### src/rtl/uart_engine.sv
// Full-duplex UART: TX/RX FIFOs, 16x oversample tick, runtime divider, parity, error capture.
// Define UART_LOOPBACK_EN to add the LOOPBACK input (RX FSM fed from internal TX, pin TX held 1).
module uart_engine #(
  parameter int unsigned DATA_W      = 8,
  parameter int unsigned FIFO_DEPTH  = 16,
  parameter int unsigned DEFAULT_DIV = 26
) (
  input  logic              CLK,
  input  logic              RST,
  input  logic              WR_EN,
  input  logic [DATA_W-1:0] WR_DATA,
  output logic              TX_FULL,
  output logic              TX_BUSY,
  input  logic              RD_EN,
  output logic [DATA_W-1:0] RD_DATA,
  output logic              RD_PERR,
  output logic              RD_FERR,
  output logic              RX_EMPTY,
  output logic              RX_OVERRUN,
  input  logic              CFG_WE,
  input  logic [15:0]       CFG_DIV,
  input  logic [1:0]        CFG_PARITY,
  input  logic              CFG_STOP2,
  output logic              IRQ,
`ifdef UART_LOOPBACK_EN
  input  logic              LOOPBACK,
`endif
  input  logic              RX,
  output logic              TX
);

  localparam int unsigned AW = $clog2(FIFO_DEPTH);
  localparam int unsigned EW = DATA_W + 2;

  typedef enum logic [2:0] {TxIdle, TxStart, TxData, TxPar, TxStop} tx_state_e;
  typedef enum logic [2:0] {RxIdle, RxStart, RxData, RxPar, RxStop, RxWait} rx_state_e;

  logic [15:0] div_q;
  logic [1:0]  parity_q;
  logic        stop2_q;
  logic [15:0] tick_cnt_q;
  logic        tick;
  logic        lb;

`ifdef UART_LOOPBACK_EN
  assign lb = LOOPBACK;
`else
  assign lb = 1'b0;
`endif

  always_ff @(posedge CLK or posedge RST) begin
    if (RST) begin
      div_q    <= 16'(DEFAULT_DIV);
      parity_q <= 2'b00;
      stop2_q  <= 1'b0;
    end else if (CFG_WE) begin
      div_q    <= CFG_DIV;
      parity_q <= CFG_PARITY;
      stop2_q  <= CFG_STOP2;
    end
  end

  assign tick = (tick_cnt_q == 16'd0);

  always_ff @(posedge CLK or posedge RST) begin
    if (RST) begin
      tick_cnt_q <= 16'(DEFAULT_DIV);
    end else if (CFG_WE) begin
      tick_cnt_q <= CFG_DIV;
    end else if (tick) begin
      tick_cnt_q <= div_q;
    end else begin
      tick_cnt_q <= tick_cnt_q - 16'd1;
    end
  end

  // ---------------- TX FIFO ----------------
  logic [DATA_W-1:0] tx_mem [FIFO_DEPTH];
  logic [AW:0]       tx_wptr_q, tx_rptr_q;
  logic              tx_empty, tx_full, tx_push, tx_pop;
  logic [DATA_W-1:0] tx_head;

  assign tx_empty = (tx_wptr_q == tx_rptr_q);
  assign tx_full  = (tx_wptr_q[AW] != tx_rptr_q[AW]) &&
                    (tx_wptr_q[AW-1:0] == tx_rptr_q[AW-1:0]);
  assign tx_push  = WR_EN && (!tx_full || tx_pop);
  assign tx_head  = tx_mem[tx_rptr_q[AW-1:0]];

  always_ff @(posedge CLK) begin
    if (tx_push) tx_mem[tx_wptr_q[AW-1:0]] <= WR_DATA;
  end

  always_ff @(posedge CLK or posedge RST) begin
    if (RST) begin
      tx_wptr_q <= '0;
      tx_rptr_q <= '0;
    end else begin
      if (tx_push) tx_wptr_q <= tx_wptr_q + 1'b1;
      if (tx_pop)  tx_rptr_q <= tx_rptr_q + 1'b1;
    end
  end

  // ---------------- TX FSM ----------------
  tx_state_e         tx_state_q;
  logic              tx_q;
  logic [4:0]        tx_tcnt_q;
  logic [3:0]        tx_bit_q;
  logic [DATA_W-1:0] tx_sh_q;
  logic              tx_par_bit_q, tx_par_en_q, tx_stop2_q;
  logic [4:0]        tx_stop_last;

  assign tx_stop_last = tx_stop2_q ? 5'd31 : 5'd15;
  // End of STOP chains straight into the next frame so back-to-back frames have no gap.
  assign tx_pop = tick && !tx_empty &&
                  ((tx_state_q == TxIdle) ||
                   ((tx_state_q == TxStop) && (tx_tcnt_q == tx_stop_last)));

  always_ff @(posedge CLK or posedge RST) begin
    if (RST) begin
      tx_state_q   <= TxIdle;
      tx_q         <= 1'b1;
      tx_tcnt_q    <= '0;
      tx_bit_q     <= '0;
      tx_sh_q      <= '0;
      tx_par_bit_q <= 1'b0;
      tx_par_en_q  <= 1'b0;
      tx_stop2_q   <= 1'b0;
    end else if (tx_pop) begin
      tx_state_q   <= TxStart;
      tx_q         <= 1'b0;
      tx_tcnt_q    <= '0;
      tx_sh_q      <= tx_head;
      tx_par_bit_q <= (parity_q == 2'b10) ? ~^tx_head : ^tx_head;
      tx_par_en_q  <= (parity_q == 2'b01) || (parity_q == 2'b10);
      tx_stop2_q   <= stop2_q;
    end else if (tick) begin
      case (tx_state_q)
        TxIdle: ;
        TxStart: begin
          if (tx_tcnt_q == 5'd15) begin
            tx_q       <= tx_sh_q[0];
            tx_sh_q    <= tx_sh_q >> 1;
            tx_bit_q   <= '0;
            tx_tcnt_q  <= '0;
            tx_state_q <= TxData;
          end else begin
            tx_tcnt_q <= tx_tcnt_q + 5'd1;
          end
        end
        TxData: begin
          if (tx_tcnt_q == 5'd15) begin
            tx_tcnt_q <= '0;
            if (tx_bit_q == 4'(DATA_W - 1)) begin
              tx_q       <= tx_par_en_q ? tx_par_bit_q : 1'b1;
              tx_state_q <= tx_par_en_q ? TxPar : TxStop;
            end else begin
              tx_q     <= tx_sh_q[0];
              tx_sh_q  <= tx_sh_q >> 1;
              tx_bit_q <= tx_bit_q + 4'd1;
            end
          end else begin
            tx_tcnt_q <= tx_tcnt_q + 5'd1;
          end
        end
        TxPar: begin
          if (tx_tcnt_q == 5'd15) begin
            tx_q       <= 1'b1;
            tx_tcnt_q  <= '0;
            tx_state_q <= TxStop;
          end else begin
            tx_tcnt_q <= tx_tcnt_q + 5'd1;
          end
        end
        TxStop: begin
          if (tx_tcnt_q == tx_stop_last) begin
            tx_state_q <= TxIdle;
          end else begin
            tx_tcnt_q <= tx_tcnt_q + 5'd1;
          end
        end
        default: tx_state_q <= TxIdle;
      endcase
    end
  end

  assign TX      = lb ? 1'b1 : tx_q;
  assign TX_BUSY = (tx_state_q != TxIdle) || !tx_empty;
  assign TX_FULL = tx_full;

  // ---------------- RX FSM ----------------
  logic              rx_meta_q, rx_sync_q, rx_in;
  rx_state_e         rx_state_q;
  logic [3:0]        rx_tcnt_q;
  logic [3:0]        rx_bit_q;
  logic [DATA_W-1:0] rx_sh_q;
  logic              rx_par_en_q, rx_odd_q, rx_perr_q;
  logic              rx_push_q;
  logic [EW-1:0]     rx_push_data_q;

  always_ff @(posedge CLK or posedge RST) begin
    if (RST) begin
      rx_meta_q <= 1'b1;
      rx_sync_q <= 1'b1;
    end else begin
      rx_meta_q <= RX;
      rx_sync_q <= rx_meta_q;
    end
  end

  assign rx_in = lb ? tx_q : rx_sync_q;

  always_ff @(posedge CLK or posedge RST) begin
    if (RST) begin
      rx_state_q     <= RxIdle;
      rx_tcnt_q      <= '0;
      rx_bit_q       <= '0;
      rx_sh_q        <= '0;
      rx_par_en_q    <= 1'b0;
      rx_odd_q       <= 1'b0;
      rx_perr_q      <= 1'b0;
      rx_push_q      <= 1'b0;
      rx_push_data_q <= '0;
    end else begin
      rx_push_q <= 1'b0;
      case (rx_state_q)
        RxIdle: begin
          if (!rx_in) begin
            rx_state_q  <= RxStart;
            rx_tcnt_q   <= '0;
            rx_perr_q   <= 1'b0;
            rx_par_en_q <= (parity_q == 2'b01) || (parity_q == 2'b10);
            rx_odd_q    <= (parity_q == 2'b10);
          end
        end
        RxStart: begin
          if (tick) begin
            // Mid-start sample; every later sample is 16 ticks after it.
            if (rx_tcnt_q == 4'd7) begin
              rx_tcnt_q  <= '0;
              rx_bit_q   <= '0;
              rx_state_q <= rx_in ? RxIdle : RxData;
            end else begin
              rx_tcnt_q <= rx_tcnt_q + 4'd1;
            end
          end
        end
        RxData: begin
          if (tick) begin
            rx_tcnt_q <= rx_tcnt_q + 4'd1;
            if (rx_tcnt_q == 4'd15) begin
              rx_sh_q <= {rx_in, rx_sh_q[DATA_W-1:1]};
              if (rx_bit_q == 4'(DATA_W - 1)) begin
                rx_state_q <= rx_par_en_q ? RxPar : RxStop;
              end else begin
                rx_bit_q <= rx_bit_q + 4'd1;
              end
            end
          end
        end
        RxPar: begin
          if (tick) begin
            rx_tcnt_q <= rx_tcnt_q + 4'd1;
            if (rx_tcnt_q == 4'd15) begin
              rx_perr_q  <= rx_in ^ (rx_odd_q ? ~^rx_sh_q : ^rx_sh_q);
              rx_state_q <= RxStop;
            end
          end
        end
        RxStop: begin
          if (tick) begin
            rx_tcnt_q <= rx_tcnt_q + 4'd1;
            if (rx_tcnt_q == 4'd15) begin
              rx_push_q      <= 1'b1;
              rx_push_data_q <= {~rx_in, rx_perr_q, rx_sh_q};
              rx_state_q     <= rx_in ? RxIdle : RxWait;
            end
          end
        end
        RxWait: begin
          if (rx_in) rx_state_q <= RxIdle;
        end
        default: rx_state_q <= RxIdle;
      endcase
    end
  end

  // ---------------- RX FIFO ----------------
  logic [EW-1:0] rx_mem [FIFO_DEPTH];
  logic [AW:0]   rx_wptr_q, rx_rptr_q;
  logic          rx_empty, rx_full, rx_rd, rx_wr, overrun_q;
  logic [EW-1:0] rx_head;

  assign rx_empty = (rx_wptr_q == rx_rptr_q);
  assign rx_full  = (rx_wptr_q[AW] != rx_rptr_q[AW]) &&
                    (rx_wptr_q[AW-1:0] == rx_rptr_q[AW-1:0]);
  assign rx_rd    = RD_EN && !rx_empty;
  assign rx_wr    = rx_push_q && (!rx_full || rx_rd);
  assign rx_head  = rx_mem[rx_rptr_q[AW-1:0]];

  always_ff @(posedge CLK) begin
    if (rx_wr) rx_mem[rx_wptr_q[AW-1:0]] <= rx_push_data_q;
  end

  always_ff @(posedge CLK or posedge RST) begin
    if (RST) begin
      rx_wptr_q <= '0;
      rx_rptr_q <= '0;
      overrun_q <= 1'b0;
    end else begin
      if (rx_wr) rx_wptr_q <= rx_wptr_q + 1'b1;
      if (rx_rd) rx_rptr_q <= rx_rptr_q + 1'b1;
      if (rx_push_q && !rx_wr) begin
        overrun_q <= 1'b1;
      end else if (CFG_WE) begin
        overrun_q <= 1'b0;
      end
    end
  end

  assign RD_DATA    = rx_empty ? '0 : rx_head[DATA_W-1:0];
  assign RD_PERR    = rx_empty ? 1'b0 : rx_head[DATA_W];
  assign RD_FERR    = rx_empty ? 1'b0 : rx_head[DATA_W+1];
  assign RX_EMPTY   = rx_empty;
  assign RX_OVERRUN = overrun_q;
  assign IRQ        = !rx_empty || overrun_q;

endmodule

### config.mk
export PLATFORM = sky130hd
export DESIGN_NAME = uart_engine
export DESIGN_NICKNAME = d
export VERILOG_FILES = /design/src/rtl/uart_engine.sv
export SDC_FILE = /design/constraint.sdc
export NUM_CORES = 1
export LEC_CHECK = 0
export ABC_AREA = 1
export CORE_UTILIZATION = 62
export DETAILED_ROUTE_END_ITERATION = 12
export GPL_ROUTABILITY_DRIVEN = 1
export HOLD_SLACK_MARGIN = 0.06
export MAX_ROUTING_LAYER = met4
export PLACE_DENSITY_LB_ADDON = 0.15
export SETUP_SLACK_MARGIN = 0.15
export SLEW_MARGIN = 20
export SYNTH_ARGS = -nofsm -noshare
export SYNTH_HDL_FRONTEND = slang
export SYNTH_SLANG_ARGS = --single-unit
export TNS_END_PERCENT = 20
### constraint.sdc
create_clock -name CLK -period 4.8 [get_ports CLK]
set_input_delay 0.96 -clock CLK [delete_from_list [all_inputs] [get_ports CLK]]
set_output_delay 0.96 -clock CLK [all_outputs]
set_load 0.05 [all_outputs]
==> key figures, run 1 <==
Timing
  – Final hold vios: 0
  – Final worst path period share: 88.9%
  – Slew Limit Headroom: 25.3%
  – RSZ-0062 raised after global routing: no
  – Layout Skew: approximately 0.011 ns
  – Tmin final: 4.27 ns
  – Final WS setup: 0.532 ns
  – Fin Hold WS: 0.356 ns
  – Worst Tran Pin Value: 1.12 ns
  – Setup TNS: 0 ns
  – Max Clock Freq: 234 MHz
  – Slew Limit Fails: 0
  – Final setup fails: 0

Pwr
  – VDD IR-drop max: ~0.4 mV
  – Overall power: 9.18 mW
  – Power Dens Cells: 465 mW/mm²
  – Leak Pwr: 8.22 nW

Drt
  – DR vias/cell: 5.67
  – DRT antenna net count: 0
  – Avg WL per Cell: 17.9 µm
  – DR pass1 iterations: 6
  – Wirelength, routed: between 30000 and 40000 µm
  – Via count: 11900
  – DRT iter0 DRCs: approximately 1100
  – # DRC: 0

Layout
  – Layout cells sized above 1: 8.11%
  – Final instance count without filler cells: 2104
  – Final Net Count: 1746
  – Commonest cells after routing, fill and taps aside: 339 x nand2_1, 288 x edfxtp_1, 265 x nor2_1, 150 x o21ai_0, 124 x inv_1
  – Commonest non-fill, non-tap cell in the layout: nand2_1
  – Ant. Diodes: 0
  – Area grow syn2layout: 11.6%

Yosys
  – Mapped Cells: 1659
  – Synthesized area per cell: 10.7 µm²
  – Top_reg_cell synth: edfxtp_1
  – Synthesized net count: 1708
  – Warnings from Yosys: 0
  – Async set-reset flop share out of synthesis: 28.5%
  – Register area share after synthesis: between 60 and 70%
  – Yosys cell types: 61
  – Post-synth EDFFs: 288
  – #FFs+latches synth: between 400 and 500
  – Mapped Area: 0.0177 mm²

Die
  – Initial Utilization: 63.3%
  – Ports: 49
  – CORE AREA: 0.0279 mm²
  – Die Y: 171 µm
  – Die Span X: approximately 170 µm
  – Standard-cell rows: 61
  – Die ar.: roughly 0.029 mm²

Flow run
  – Max Cap Viol: 0

GRT
  – Grt ovf: 0
  – First-pass GRT wire length: roughly 60000 µm
  – Vias in the first global route: around 12000
  – Largest net degree at the start of global routing: between 80 and 90
  – Global Route Usage Sum: 27.8%
  – Initial antenna violation count: 0

CTS
  – Inserted Clock Buffers: 40
  – Root Buffer: clkbuf_16
  – CTS sink cnt: 403
  – Post-CTS setup buffer count: 0
  – Clock latency on the worst-skew pair: about 0.53 ns
  – # H-tree levels: 2
  – Hold Buf Count CTS: 0
  – CTS-repair resized insts: 0
  – Reg clk slew, reported paths: 0.06 ns
  – Maximum clock path buffer count: 3
  – CTS tree: yes

Min path
  – Hold WC Path Type: reg -> reg

Setup path
  – Max incr delay on CP: roughly 0.84 ns
  – Worst reg2reg path depth: 13
  – Reg2Reg Launch Point: rx_rptr_q[0]
  – Startpoint Class: register
  – WP buf/inv: 2
  – CP Cell Sequence: buf_4 -> o21ai_0 -> o221ai_1 -> nand3_1 -> a31oi_1 -> clkdlybuf4s50_1
  – Arr. time, crit path: 3.31 ns
  – Reg2reg end: rx_mem[9][4]
  – Critical path origin: rx_rptr_q[0]
  – Worst EP required: around 3.8 ns
  – Family with the most delay on the worst path: buffers and inverters
  – CP max-delay cell: clkdlybuf4s50_1
  – Reg-to-reg slack, setup: 1.36 ns
  – Crit Path Category: reg -> out
  – Crit end category: primary output
  – Critical Path Stages: 6
  – Worst-path fanout max: 83
  – Worst setup endpoint: RD_DATA[6]

Placed design
  – Worst slack, placed: ~1.1 ns
  – HPWL Detailed: 23500 µm
  – Port-buffer cells: 48
  – Placed cells: slightly above 2000
  – Routability cong.: slightly above 0.8

Outcome
  – Status: finished clean
## how the worst min path moves through the flow
stage | start | endpoint | cells past startpoint
floorplan | rx_meta_q | rx_in | 0
global placement | rx_meta_q | rx_in | 0
detailed placement | rx_meta_q | rx_in | 0
CTS | rx_meta_q | rx_in | 0
global route | rx_meta_q | rx_in | 0
finish | rx_meta_q | rx_in | 0
## logic make-up after synthesis
group	Yosys count	share of synthesized area [%]
DFF	403	65.2
xor gates and xnor gates	46	2.28
muxes	17	0.969
AOI/OAI and AO/OA	257	8.82
and+or+nand+nor	716	16.8
buffers and inverters	204	4.78
adders and majority gates	16	1.13
## layer usage
metal / part of all wire, % / GRT usage (%) / routed length, µm / vias up
li1: - / - / - / 5717
met1: 41 / 35.8 / 15600 / 5734
met2: 50 / 46.2 / 18800 / 388
met3: 5.7 / 3.26 / 2160 / 87
met4: 3.0 / 9.67 / 1140 / 0
met5: 0 / - / 0 / -
## per-stage QoR
step | utilization, % | area, µm²
floorplan | - | 17700
global placement | 66.0 | 18400
detailed placement | 66.0 | 18400
CTS | 70.6 | 19700
global route | 70.7 | 19700
finish | 70.7 | 19700
## where the power goes
group	switching [mW]	internal [mW]	total [mW]
clock	1.27	1.81	3.08
sequential	0.113	3.91	4.03
combinational	1.41	0.668	2.07
## final cells by class
cell class                 count  area, µm²
fill                        2059       8200
clock inverter                21        214
timing repair buffer          59        583
multi-input combinational   1052       5310
clock buffer                  50       1080
tap                          378        473
sequential                   403      11500
inverter                     141        543
## synth_stat cells (5+ instances only)
master | instances | share of area, %
buf_2 | 16 | 0.45
ha_1 | 16 | 1.1
o211ai_1 | 6 | 0.25
dfstp_2 | 9 | 1.3
nor3_1 | 8 | 0.23
nand2_1 | 339 | 7.2
inv_2 | 9 | 0.19
edfxtp_1 | 288 | 49
a21oi_1 | 23 | 0.65
o21ai_0 | 150 | 4.2
xor2_1 | 33 | 1.6
xnor2_1 | 13 | 0.64
clkbuf_1 | 31 | 0.66
buf_1 | 7 | 0.15
buf_4 | 5 | 0.21
nand4_1 | 5 | 0.18
dfrtp_1 | 106 | 15
nand3_1 | 61 | 1.7
a31oi_1 | 11 | 0.39
nor2_2 | 7 | 0.25
mux2i_1 | 16 | 0.91
nor2_1 | 268 | 5.7
o221ai_1 | 18 | 0.89
o32ai_1 | 24 | 1.2
inv_1 | 126 | 2.7
nor2_4 | 6 | 0.38
## sequential cells by signal, summed over array words and instances, names as in the netlist, 8 cells and up
name / cells
tick_cnt_q: 16
tx_mem: 128
rx_sh_q: 8
div_q: 16
tx_sh_q: 8
rx_mem: 160
rx_push_data_q: 10
No activity file was read; power rests on OpenSTA's default activity.
==> run 2, diff against run 1 <==
- CORE_UTILIZATION: 62 -> 56
- clock period: 4.8 -> 3.9 ns (I/O delays scaled with it)
==> run 2 against run 1 <==
Compared with the run above:
- the run now ends with design-rule violations left
- worst setup slack worse by 0.15 ns
- total power up 25%
- hold slack about the same
- sequential cell count unchanged
- register-to-register slack worse by 0.69 ns
- first-iteration DRC count down 0.36%
- global-route usage down 2.6 points
- sequential share of layout area down 0.42 points
- wire length up 2.3%
==> key figures, run 2 (synthesized netlist as in run 1, its figures left out) <==
Outcome
  – Status: finished, violations left
  – Failing checks: design-rule violations

CTS
  – CTS tree: yes
  – Inserted Clock Buffers: 43 (+7.5%)
  – Post-CTS setup buffer count: 0 (unchanged)
  – # H-tree levels: 2 (unchanged)
  – CTS sink cnt: 403 (unchanged)
  – Root Buffer: clkbuf_16
  – Clock latency on the worst-skew pair: 0.55 ns (+0.02 ns)
  – Maximum clock path buffer count: 3 (unchanged)
  – Reg clk slew, reported paths: 0.06 ns (about the same)

Timing
  – Layout Skew: 0.0216 ns (+0.0106 ns)
  – Final hold vios: 0 (unchanged)
  – Final setup fails: 0 (unchanged)
  – Tmin final: 3.52 ns
  – Worst Tran Pin Value: 1.04 ns (-0.0751 ns)
  – Setup TNS: 0 ns (unchanged)
  – Final worst path period share: 90.2%
  – Slew Limit Headroom: 30.3% (+5.0 points)
  – Max Clock Freq: 284 MHz
  – RSZ-0062 raised after global routing: no
  – Slew Limit Fails: 0 (unchanged)

Flow run
  – Max Cap Viol: 0 (unchanged)

Setup path
  – Worst EP required: 3.12 ns (-0.72 ns)
  – Worst-path fanout max: 14 (-83%)
  – Arr. time, crit path: 2.74 ns (-0.57 ns)
  – Crit Path Category: reg -> out
  – Startpoint Class: register
  – Crit end category: primary output

Pwr
  – VDD IR-drop max: 0.464 mV (+18%)
  – Overall power: 11.5 mW (+25%)
  – Leak Pwr: 8.30 nW (+0.96%)
  – Power Dens Cells: 578 mW/mm² (+24%)

Drt
  – # DRC: 4 (+4)
  – Via count: 11900 (-0.28%)
  – Wirelength, routed: 38600 µm (+2.3%)
  – DRT antenna net count: 0 (unchanged)
  – DR pass1 iterations: 11 (+5)
  – DR vias/cell: 5.57 (-1.8%)
  – Avg WL per Cell: 18.1 µm (+0.73%)
  – DRT iter0 DRCs: 1106 (-0.36%)

Placed design
  – Port-buffer cells: 48 (unchanged)
  – Routability cong.: 0.876 (+6.2%)
  – Placed cells: 2056 (+1.1%)
  – HPWL Detailed: 24500 µm (+4.3%)

Layout
  – Layout cells sized above 1: 8.91% (+0.80 points)
  – Max reg flops: 160 (unchanged)
  – Commonest non-fill, non-tap cell in the layout: nand2_1
  – Area grow syn2layout: 12.4%
  – Ant. Diodes: 0 (unchanged)
  – Final Net Count: 1754 (+0.46%)
  – Final instance count without filler cells: 2136 (+1.5%)
  – Commonest cells after routing, fill and taps aside: 339 x nand2_1, 288 x edfxtp_1, 268 x nor2_1, 150 x o21ai_0, 124 x inv_1

GRT
  – Initial antenna violation count: 0 (unchanged)
  – Largest net degree at the start of global routing: 72 (-15%)
  – Grt ovf: 0 (unchanged)
  – First-pass GRT wire length: 62300 µm (+3.5%)
  – Vias in the first global route: 11800 (+1.7%)
  – Global Route Usage Sum: 25.2% (-2.6 points)

Die
  – Initial Utilization: 57.4% (-5.9 points)
  – Standard-cell rows: 64 (+4.9%)
  – CORE AREA: 0.0308 mm² (+10%)
  – Ports: 49 (unchanged)
  – Die Y: 180 µm (+5.2%)
  – Die Span X: 180 µm (+5.2%)
  – Die ar.: 0.0323 mm² (+11%)

Min path
  – Hold WC Path Type: reg -> reg
-- run 2: stage by stage --
stage               instance area (µm²)  utilization, %  setup slack, ns  hold WS [ns]
floorplan                         17700               -            0.882         0.345
global placement                  18500            59.9            0.815         0.346
detailed placement                18500            59.9            0.721         0.349
CTS                               19900            64.5            0.331         0.357
global route                      19900            64.5            0.248         0.364
finish                            19900            64.5            0.383         0.356
-- run 2: per-layer routing --
metal	wire (µm)	share of wire (%)	track usage, %	up-vias
met5	0	0	-	-
met4	967	2.5	8.24	0
met2	18500	48	40.3	352
met3	2060	5.3	3.18	74
met1	17000	44	33.9	5728
li1	-	-	-	5739
-- run 2: timing repair --
item	4_1_cts	5_1_grt
setup endpoints to repair	0	4
endpoints found under the hold margin	0	0
gates resized for setup	0	1
hold buffers	0	0
-- run 2: area by class of cell --
class | count | area, µm²
Clock buffer | 62 | 1250
Clock inverter | 18 | 153
Fill cell | 2386 | 10900
Inverter | 141 | 544
Multi-Input combinational cell | 1052 | 5300
Sequential cell | 403 | 11500
Tap cell | 396 | 495
Timing Repair Buffer | 64 | 599
-- run 2: path summary, 6_finish.rpt --
path                              startpoint             to  slack (ns)  cells after the start
worst max-delay path            tx_rptr_q[2]        TX_BUSY        0.38                      5
worst min-delay path               rx_meta_q          rx_in        0.36                      0
worst max register to register  rx_rptr_q[2]  rx_mem[14][3]        0.67                     12
worst min register to register     rx_meta_q          rx_in        0.36                      0
max in group asynchronous                RST             TX        2.30                      3
min in group asynchronous                RST    rx_bit_q[2]        0.77                      2
-- run 2: worst max-delay path, cell delays in order (launching register included) --
cell	delay [ns]
dfrtp_1	0.54
xor2_1	0.21
nor2_1	0.20
nand3_1	0.18
or2_2	0.36
clkdlybuf4s50_1	0.71
-- run 2: power by group --
part	leakage (nW)	total (mW)	internal (mW)	switching [mW]
combinational	3.13	2.53	0.782	1.74
sequential	4.49	4.98	4.82	0.160
clock	0.686	3.98	2.36	1.62
total	8.30	11.5	7.96	3.52
==> run 3, diff against run 2 <==
- CORE_MARGIN: unset -> 2
- SLEW_MARGIN: 20 -> 30
==> run 3 against run 2 <==
Compared with the run above:
- the run now ends clean
- wire length fell by 2.9%
- register-to-register slack better by 0.22 ns
- first-iteration DRC count down 16%
- critical endpoint is now RD_DATA[1]
- maximum frequency fell by 0.87%
- core utilization down 0.71 points
- via count fell by 0.98%
==> key figures, run 3 (synthesized netlist as in run 1, its figures left out) <==
Outcome
  – Status: finished clean

Die
  – Ports: 49 (unchanged)
  – Standard-cell rows: 65 (+1.6%)
  – Die ar.: 0.0330 mm² (+2.2%)
  – Initial Utilization: 56.5% (-0.88 points)
  – CORE AREA: 0.0313 mm² (+1.6%)
  – Die Y: 182 µm (+1.1%)
  – Die Span X: 182 µm (+1.1%)

Layout
  – Layout cells sized above 1: 9.59% (+0.69 points)
  – Final Net Count: 1771 (+0.97%)
  – Max reg flops: 160 (unchanged)
  – Area grow syn2layout: 12.9%
  – Commonest cells after routing, fill and taps aside: 339 x nand2_1, 288 x edfxtp_1, 268 x nor2_1, 150 x o21ai_0, 124 x inv_1
  – Multi-input gate area: 0.00530 mm² (unchanged)
  – Commonest non-fill, non-tap cell in the layout: nand2_1
  – Register Area: 0.0115 mm² (unchanged)
  – Fillers: 2481 (+4.0%)

Setup path
  – Crit end category: primary output
  – Max incr delay on CP: 0.50 ns (-0.21 ns)
  – CP Cell Sequence: inv_2 -> buf_4 -> nor2_1 -> o32ai_1 -> nand2_1 -> a31oi_1 -> buf_4
  – Crit Path Category: reg -> out
  – Worst-path fanout max: 30 (+16)
  – Worst EP required: 3.12 ns (about the same)
  – Startpoint Class: register
  – Crit path top cell by count: buf_4
  – Worst reg2reg path depth: 13 (+1)
  – Arr. time, crit path: 2.77 ns (+0.03 ns)
  – CP max-delay cell: dfrtp_2

Timing
  – Slew Limit Headroom: 38.0% (+7.6 points)
  – RSZ-0062 raised after global routing: no
  – Setup TNS: 0 ns (unchanged)
  – Final WS setup: 0.352 ns (-0.0309 ns)
  – Final worst path period share: 91.0% (+0.79 points)
  – Max Clock Freq: 282 MHz (-0.87%)
  – Tmin final: 3.55 ns (+0.0309 ns)
  – Final hold vios: 0 (unchanged)
  – Layout Skew: 0.00818 ns (-0.0134 ns)
  – Final setup fails: 0 (unchanged)
  – Worst Tran Pin Value: 0.927 ns (-0.114 ns)
  – Slew Limit Fails: 0 (unchanged)

Drt
  – DR pass1 iterations: 6 (-5)
  – DR vias/cell: 5.47 (-1.8%)
  – Wirelength, routed: 37500 µm (-2.9%)
  – DRT antenna net count: 0 (unchanged)
  – Via count: 11800 (-0.98%)
  – Avg WL per Cell: 17.4 µm (-3.7%)
  – DRT iter0 DRCs: 925 (-16%)
  – # DRC: 0 (-4)

Min path
  – Worst hold stages: 0 (unchanged)
  – Hold WC Path Type: reg -> reg

CTS
  – CTS tree: yes
  – Clock latency on the worst-skew pair: 0.53 ns (-0.02 ns)
  – Reg clk slew, reported paths: 0.06 ns (about the same)
  – Post-CTS setup buffer count: 0 (unchanged)
  – Hold Buf Count CTS: 0 (unchanged)
  – CTS sink cnt: 403 (unchanged)
  – Maximum clock path buffer count: 3 (unchanged)
  – Inserted Clock Buffers: 43 (unchanged)
  – # H-tree levels: 2 (unchanged)
  – CTS-repair resized insts: 0 (unchanged)
  – Root Buffer: clkbuf_16

GRT
  – Global Route Usage Sum: 24.1% (-1.1 points)
  – Largest net degree at the start of global routing: 61 (-15%)
  – Grt ovf: 0 (unchanged)
  – Vias in the first global route: 11300 (-4.2%)
  – Initial antenna violation count: 1 (+1)
  – First-pass GRT wire length: 60500 µm (-3.0%)

Pwr
  – Switching power: 3.46 mW (-1.6%)
  – Leak Pwr: 8.37 nW (+0.76%)
  – Overall power: 11.4 mW (-0.70%)
  – Power share of the sequential group: 43.5% (+0.2 points)
  – VDD IR-drop max: 0.467 mV (+0.72%)
  – Power share of the combinational group: 22.4% (+0.4 points)
  – Internal power: 7.94 mW (-0.29%)
  – Clock power share: 34.1% (-0.6 points)
  – Power Dens Cells: 571 mW/mm² (-1.1%)
  – Sw frac: 30.4% (-0.29 points)

Placed design
  – Port-buffer cells: 48 (unchanged)
  – Worst slack, placed: 0.911 ns (+0.191 ns)
  – Routability cong.: 0.891 (+1.7%)
  – HPWL Detailed: 24200 µm (-1.1%)

Flow run
  – Max Cap Viol: 0 (unchanged)
==> run 3: worst paths after layout <==
| kind | startpoint | endpoint | slack [ns] |
|---|---|---|---|
| min reg2reg | rx_meta_q | rx_in | 0.36 |
| max in group asynchronous | RST | TX | 2.40 |
| max reg2reg | rx_rptr_q[0] | rx_mem[14][9] | 0.89 |
| min | rx_meta_q | rx_in | 0.36 |
| max | rx_rptr_q[0] | RD_DATA[1] | 0.35 |
| min in group asynchronous | RST | rx_tcnt_q[1] | 0.66 |
==> run 3: power by group through the flow <==
stage	Combinational (mW)	Sequential, mW	Clock (mW)
finish	2.55	4.96	3.89
global route	2.80	4.99	4.16
CTS	2.56	4.96	3.97
detailed placement	2.55	5.04	0
global placement	2.51	5.04	0
floorplan	1.85	4.98	0
==> run 3: cell type report <==
cell class | instances | share of cell area [%]
antenna | 1 | 0.0125
clock buffer | 67 | 6.45
inverter | 141 | 2.73
sequential | 403 | 57.8
multi-input combinational | 1052 | 26.5
clock inverter | 7 | 0.338
timing repair buffer | 81 | 3.62
tap | 402 | 2.52
==> run 3: critical path, delay by kind of cell, from the launching register on <==
family	cells	cell delay, ns
buf+inv	3	0.99
compound gates	2	0.54
flops	1	0.50
simple gates	2	0.18
==> run 3: stage by stage <==
| step | hold WS (ns) | instances | utilization, % | instance area [µm²] |
|---|---|---|---|---|
| finish | 0.356 | 2154 | 63.8 | 20000 |
| global route | 0.365 | 2154 | 63.8 | 20000 |
| CTS | 0.358 | 2153 | 63.8 | 20000 |
| detailed placement | 0.347 | 2079 | 59.4 | 18600 |
| global placement | 0.347 | 2079 | 59.4 | 18600 |
| floorplan | 0.345 | 1659 | - | 17700 |
==> run 3: metal layers <==
| metal | global-route usage [%] | part of all wire [%] | vias to the layer above |
|---|---|---|---|
| met2 | 38.0 | 48 | 304 |
| met4 | 8.23 | 3.3 | 0 |
| li1 | - | - | 5760 |
| met5 | - | 0 | - |
| met3 | 3.33 | 5.1 | 84 |
| met1 | 32.6 | 44 | 5629 |
